**config.mk**
```make
export PLATFORM = sky130hd
export DESIGN_NAME = wall_datapath
export DESIGN_NICKNAME = d
export VERILOG_FILES = /design/src/rtl/wall_datapath.sv
export SDC_FILE = /design/constraint.sdc
export NUM_CORES = 1
export LEC_CHECK = 0
export ABC_AREA = 1
export CORE_UTILIZATION = 55
export DETAILED_ROUTE_END_ITERATION = 8
export PLACE_DENSITY = 0.85
export SLEW_MARGIN = 10
export SYNTH_ARGS = -nofsm -noshare
export SYNTH_HDL_FRONTEND = slang
export SYNTH_SLANG_ARGS = --single-unit
```
**constraint.sdc**
```tcl
create_clock -name clk -period 4.2 [get_ports clk]
set_clock_uncertainty 0.05 [all_clocks]
set_input_delay 1.05 -clock clk [delete_from_list [all_inputs] [get_ports clk]]
set_output_delay 1.05 -clock clk [all_outputs]
set_load 0.03 [all_outputs]
```
**src/rtl/wall_datapath.sv**
```systemverilog
// Wall datapath: slides a gapped vertical wall leftward, streams erase/paint pixels, flags player collision.
// Optional WALL_GAP_RANDOM_EN selects an LFSR-driven gap position instead of the fixed GAP_Y.
module wall_datapath #(
    parameter int         X_START     = 159,
    parameter int         HEIGHT      = 120,
    parameter int         GAP_H       = 30,
    parameter int         GAP_Y       = 45,
    parameter int         PLAYER_X    = 20,
    parameter int         MOVE_DIV    = 833333,
    parameter logic [2:0] WALL_COLOUR = 3'b010
) (
    input  logic       clk,
    input  logic       reset,
    input  logic [3:0] state,
    input  logic [6:0] player_y,
    output logic       touched,
    output logic [7:0] x,
    output logic [6:0] y,
    output logic [2:0] colour,
    output logic       plot,
    output logic       busy,
    output logic [7:0] wall_x,
    output logic [2:0] dbg_state
);

    // Valid/ready note: there is no handshake here; control presents a state code every
    // cycle and the VGA adapter accepts every cycle in which plot is high.
    localparam logic [3:0] ST_READY = 4'b0101;
    localparam logic [3:0] ST_MOVE  = 4'b0110;

    localparam int              CW       = $clog2(MOVE_DIV + 1);
    localparam logic [CW-1:0]   CNT_LAST = CW'(MOVE_DIV - 1);
    localparam logic [6:0]      ROW_LAST = 7'(HEIGHT - 1);
    localparam logic [7:0]      XS       = 8'(X_START);
    localparam logic [7:0]      PX       = 8'(PLAYER_X);

    typedef enum logic [2:0] {
        ENG_IDLE   = 3'd0,
        ENG_ERASE  = 3'd1,
        ENG_UPDATE = 3'd2,
        ENG_PAINT  = 3'd3,
        ENG_CHECK  = 3'd4
    } eng_e;

    eng_e          eng_q, eng_d;
    logic [6:0]    row_q, row_d;
    logic [7:0]    wall_x_q, wall_x_d;
    logic [6:0]    gap_q, gap_d;
    logic          touched_q, touched_d;
    logic [CW-1:0] cnt_q, cnt_d;
    logic          pend_q, pend_d;
    logic          plot_q, plot_d;
    logic          busy_q, busy_d;
    logic [7:0]    x_q, x_d;
    logic [6:0]    y_q, y_d;
    logic [2:0]    colour_q, colour_d;

    logic [6:0]    gap_src;
    logic [7:0]    gap_sum;
    logic [7:0]    gap_hi;
    logic          row_in_gap;
    logic          player_in_gap;
    logic          tick_wrap;

`ifdef WALL_GAP_RANDOM_EN
    logic [7:0] lfsr_q;

    // x^8+x^6+x^5+x^4+1, free-running so the gap depends on when READY is seen
    always_ff @(posedge clk) begin
        if (reset) lfsr_q <= 8'hA5;
        else       lfsr_q <= {lfsr_q[6:0], lfsr_q[7] ^ lfsr_q[5] ^ lfsr_q[4] ^ lfsr_q[3]};
    end

    assign gap_src = 7'(lfsr_q % 8'(HEIGHT - GAP_H + 1));
`else
    assign gap_src = 7'(GAP_Y);
`endif

    // Gap end is exclusive and never runs past the bottom row.
    assign gap_sum       = {1'b0, gap_q} + 8'(GAP_H);
    assign gap_hi        = (gap_sum > 8'(HEIGHT)) ? 8'(HEIGHT) : gap_sum;
    assign row_in_gap    = (row_q >= gap_q) && ({1'b0, row_q} < gap_hi);
    assign player_in_gap = (player_y >= gap_q) && ({1'b0, player_y} < gap_hi);
    assign tick_wrap     = (cnt_q == CNT_LAST);

    always_comb begin
        eng_d     = eng_q;
        row_d     = row_q;
        wall_x_d  = wall_x_q;
        gap_d     = gap_q;
        touched_d = touched_q;
        cnt_d     = cnt_q;
        pend_d    = pend_q;
        plot_d    = 1'b0;
        busy_d    = (eng_q != ENG_IDLE);
        x_d       = x_q;
        y_d       = y_q;
        colour_d  = colour_q;

        if (state == ST_READY) begin
            wall_x_d  = XS;
            gap_d     = gap_src;
            touched_d = 1'b0;
            cnt_d     = '0;
            pend_d    = 1'b0;
            eng_d     = ENG_IDLE;
            row_d     = '0;
            busy_d    = 1'b0;
        end else begin
            cnt_d = tick_wrap ? '0 : cnt_q + CW'(1);
            case (eng_q)
                ENG_IDLE: begin
                    if (state == ST_MOVE && pend_q && !touched_q) begin
                        pend_d = 1'b0;
                        eng_d  = ENG_ERASE;
                        row_d  = '0;
                    end
                end
                ENG_ERASE: begin
                    plot_d   = 1'b1;
                    x_d      = wall_x_q;
                    y_d      = row_q;
                    colour_d = 3'b000;
                    if (row_q == ROW_LAST) begin
                        row_d = '0;
                        eng_d = ENG_UPDATE;
                    end else begin
                        row_d = row_q + 7'd1;
                    end
                end
                ENG_UPDATE: begin
                    if (wall_x_q == 8'd0) begin
                        wall_x_d = XS;
                        gap_d    = gap_src;
                    end else begin
                        wall_x_d = wall_x_q - 8'd1;
                    end
                    row_d = '0;
                    eng_d = ENG_PAINT;
                end
                ENG_PAINT: begin
                    plot_d   = 1'b1;
                    x_d      = wall_x_q;
                    y_d      = row_q;
                    colour_d = row_in_gap ? 3'b000 : WALL_COLOUR;
                    if (row_q == ROW_LAST) begin
                        row_d = '0;
                        eng_d = ENG_CHECK;
                    end else begin
                        row_d = row_q + 7'd1;
                    end
                end
                ENG_CHECK: begin
                    if (wall_x_q == PX && !player_in_gap) touched_d = 1'b1;
                    eng_d = ENG_IDLE;
                end
                default: eng_d = ENG_IDLE;
            endcase
            // A tick landing on the step-start edge must not be lost.
            if (tick_wrap) pend_d = 1'b1;
        end
    end

    always_ff @(posedge clk) begin
        if (reset) begin
            eng_q     <= ENG_IDLE;
            row_q     <= '0;
            wall_x_q  <= XS;
            gap_q     <= 7'(GAP_Y);
            touched_q <= 1'b0;
            cnt_q     <= '0;
            pend_q    <= 1'b0;
            plot_q    <= 1'b0;
            busy_q    <= 1'b0;
            x_q       <= '0;
            y_q       <= '0;
            colour_q  <= '0;
        end else begin
            eng_q     <= eng_d;
            row_q     <= row_d;
            wall_x_q  <= wall_x_d;
            gap_q     <= gap_d;
            touched_q <= touched_d;
            cnt_q     <= cnt_d;
            pend_q    <= pend_d;
            plot_q    <= plot_d;
            busy_q    <= busy_d;
            x_q       <= x_d;
            y_q       <= y_d;
            colour_q  <= colour_d;
        end
    end

    assign touched   = touched_q;
    assign x         = x_q;
    assign y         = y_q;
    assign colour    = colour_q;
    assign plot      = plot_q;
    assign busy      = busy_q;
    assign wall_x    = wall_x_q;
    assign dbg_state = eng_q;

endmodule

```
==> run metrics <==
standard cell with the maximum stage delay on the critical path=sky130_fd_sc_hd__clkdlybuf4s50_1; final core occ=72.0%; FFs w/ async S/R, synth=0%; Syn. warnings=0; final setup violating endpoints=0; Routed Wire Length=6.34 mm; DP Area=0.00332 mm^2; number of cell rows=25; most common cell after layout, fill and taps aside=sky130_fd_sc_hd__nor2_1; number of nets in the layout=489; vias after detailed routing=2761; worst hold start=colour[1]$_SDFFE_PP0P_; largest delay contributor family on the critical path=buffers and inverters; Avg Cell Area, Syn=6.78 um^2; final clock period utilization by the worst path=63.6%; Starting Density=58.9%; fill count=437; combinational fraction of design power=12.8%; P&R area growth vs syn=22.2%; average detailed-routed wire length per instance=11.7 um; switching part of the total=26.4%; clock latency at the later pin of the worst-skew pair=0.34 ns; number of buffers inserted by post-CTS setup repair=0; clock tree from TritonCTS=built; Static Leakage=1.38 nW; vias in the first global route=2490; status=complete, no violations; Die Footprint=0.00552 mm^2; clock root cell=sky130_fd_sc_hd__clkbuf_8; worst voltage drop across the vdd grid=197 uV; power density normalized to cell area=350 mW/mm^2; Final Power=1.23 mW; max-capacitance violation count=0; GRT Residual Overflow=0; Final Slew Violations=0; post-cts resize count=0; fraction of final layout cells sized beyond drive strength 1=7.38%; maximum count of clock buffers along a single path=2; Hold/Removal Path Class=reg2reg; number of levels in the clock H-tree=3; drt via density=5.10; internal power=0.906 mW; number of buffers and inverters on the critical path=1; Detailed Routing Iterations Pass 1=4; required time of the critical path=3.10 ns; commonest cells after routing, fill and taps aside=98 x sky130_fd_sc_hd__nor2_1, 92 x sky130_fd_sc_hd__nand2_1, 58 x sky130_fd_sc_hd__dfxtp_1, 44 x sky130_fd_sc_hd__inv_1, 42 x sky130_fd_sc_hd__clkdlybuf4s50_1; Synth Instances=424; Hold Fails Final Rpt=0; data arrival time at the worst-slack endpoint=1.57 ns; number of flip-flops and latches in the synthesized netlist=58; Worst Hold Path Cells=2; DPL Wire Length=4.69 mm; count of flip-flops with a built-in enable after synthesis=0; post-synthesis sequential area ratio=40.4%; clock-pin transition on the worst setup and hold timing paths=0.06 ns; Max stage delay on crit path=0.74 ns; Antenna diodes=0; Final Hold Slack=0.413 ns; total core area=0.00488 mm^2; number of design-rule violations left by the first detailed-router iteration=227; Final min period=2.67 ns; path type of the worst setup path=reg2out; prevailing post-synth register cell=sky130_fd_sc_hd__dfxtp_1; total number of cells along the worst setup path=1; post-route design area=0.00351 mm^2; pin count of the biggest net entering global routing=20; number of CTS-inserted buffers=9; RSZ-0062 raised after global routing=no; maximum fanout along the worst path=9; reported net switching power=0.324 mW; GRT Util Overall=25.5%; Hold-fix buffers, CTS=0; share of total power in the clock network=39.6%; initial antenna violation count=0; origin of the critical flop-to-flop path=row_q[1]$_SDFFE_PP0P_; Port Buffers=42; clock sink total=58; series of cell instances along the critical path=clkdlybuf4s50_1; global-route wire length before repair=10.7 mm; DRC violation count after routing=0; length in cells of the worst reg-to-reg path=8; height of the die=74.3 um; setup TNS after final layout=0 ns; antenna viol nets, final=0; category of the worst setup path capture point=output port; netlist area before placement=0.00288 mm^2; number of distinct library cell variants in the gate-level netlist after synthesis=34; placer's final routability congestion estimate=0.893; critical path launch point=wall_x[3]$_SDFFE_PP1N_; maximum clock rate=0.374 GHz; kind of start point of the critical path=flip-flop; width of the die=74.3 um; Sequential Power Share=47.7%; boundary pin count=45
state kept, by name, summed over array words and instances (netlist names):
signal     count
busy           1
x              8
pend_q         1
wall_x         8
row_q          7
dbg_state      3
touched        1
y              7
colour         1
plot           1
cnt_q         20
cells by family (layout without fill, tap and decap cells):
group           after synthesis  after routing  share of synthesized area (%)
fa+ha+maj                     6              6                           2.61
xor+xnor                     10             10                           3.05
simple gates                250            250                           37.4
buf+inv                      55            104                           8.18
other cells                   1              2                          0.130
compound gates               44             44                           8.23
flops                        58             58                           40.4
area by class of cell:
cell class	count	area, um^2	area share [%]
Clock buffer	13	179	5.09
Clock inverter	2	10.0	0.285
Inverter	47	176	5.02
Multi-Input combinational cell	312	1480	42.2
Sequential cell	58	1160	33.0
Tap cell	67	83.8	2.39
Timing Repair Buffer	42	420	12.0
cell usage after synthesis, types with 2 or more instances:
master | number | area [um^2]
sky130_fd_sc_hd__a21oi_1 | 16 | 80.1
sky130_fd_sc_hd__and2_1 | 2 | 12.5
sky130_fd_sc_hd__buf_4 | 4 | 30.0
sky130_fd_sc_hd__dfxtp_1 | 58 | 1160
sky130_fd_sc_hd__ha_1 | 6 | 75.1
sky130_fd_sc_hd__inv_1 | 44 | 165
sky130_fd_sc_hd__inv_2 | 3 | 11.3
sky130_fd_sc_hd__nand2_1 | 92 | 345
sky130_fd_sc_hd__nand2_2 | 5 | 31.3
sky130_fd_sc_hd__nand3_1 | 27 | 135
sky130_fd_sc_hd__nand3_2 | 4 | 40.0
sky130_fd_sc_hd__nand3b_1 | 2 | 15.0
sky130_fd_sc_hd__nand4_1 | 5 | 31.3
sky130_fd_sc_hd__nor2_1 | 98 | 368
sky130_fd_sc_hd__nor2_2 | 3 | 18.8
sky130_fd_sc_hd__nor3_1 | 5 | 25.0
sky130_fd_sc_hd__o21ai_0 | 24 | 120
sky130_fd_sc_hd__or2_2 | 2 | 12.5
sky130_fd_sc_hd__xnor2_1 | 3 | 26.3
sky130_fd_sc_hd__xor2_1 | 7 | 61.3
per-layer routing:
layer  wire length [um]  vias up  part of all wire, %  GRT usage, %
met5                  0        -                    0             0
met2               2960       86                   47          42.5
met3                327       15                  5.2          4.07
met4                134        0                  2.1          13.0
li1                   -     1417                    -             -
met1               2920     1243                   46          31.9
worst min-delay path, delay by kind of cell (launching register included):
| kind | cells | cell delay, ns |
|---|---|---|
| flip-flops | 1 | 0.31 |
| AO/OA/AOI/OAI | 1 | 0.05 |
| AND/OR/NAND/NOR | 1 | 0.06 |
stage by stage:
step | setup slack [ns] | std cells
after global placement | 1.51 | 526
after global routing | 1.47 | 541
final | 1.53 | 541
after CTS | 1.52 | 541
after detailed placement | 1.43 | 526
after floorplan | 2.27 | 425
path summary, 6_finish.rpt:
check                           slack [ns]                     end
worst max-delay path                  1.53               wall_x[3]
worst max register to register        2.58   row_q[0]$_SDFFE_PP0P_
worst min-delay path                  0.41  colour[1]$_SDFFE_PP0P_
worst min register to register        0.41  colour[1]$_SDFFE_PP0P_
power by group through the flow:
| stage | registers [mW] | logic [mW] | clock network [mW] |
|---|---|---|---|
| after floorplan | 0.630 | 0.0695 | 0 |
| after global placement | 0.597 | 0.154 | 0 |
| after detailed placement | 0.599 | 0.158 | 0 |
| after CTS | 0.587 | 0.158 | 0.493 |
| after global routing | 0.590 | 0.173 | 0.516 |
| final | 0.586 | 0.157 | 0.487 |
(Power assumes the default switching activity.)
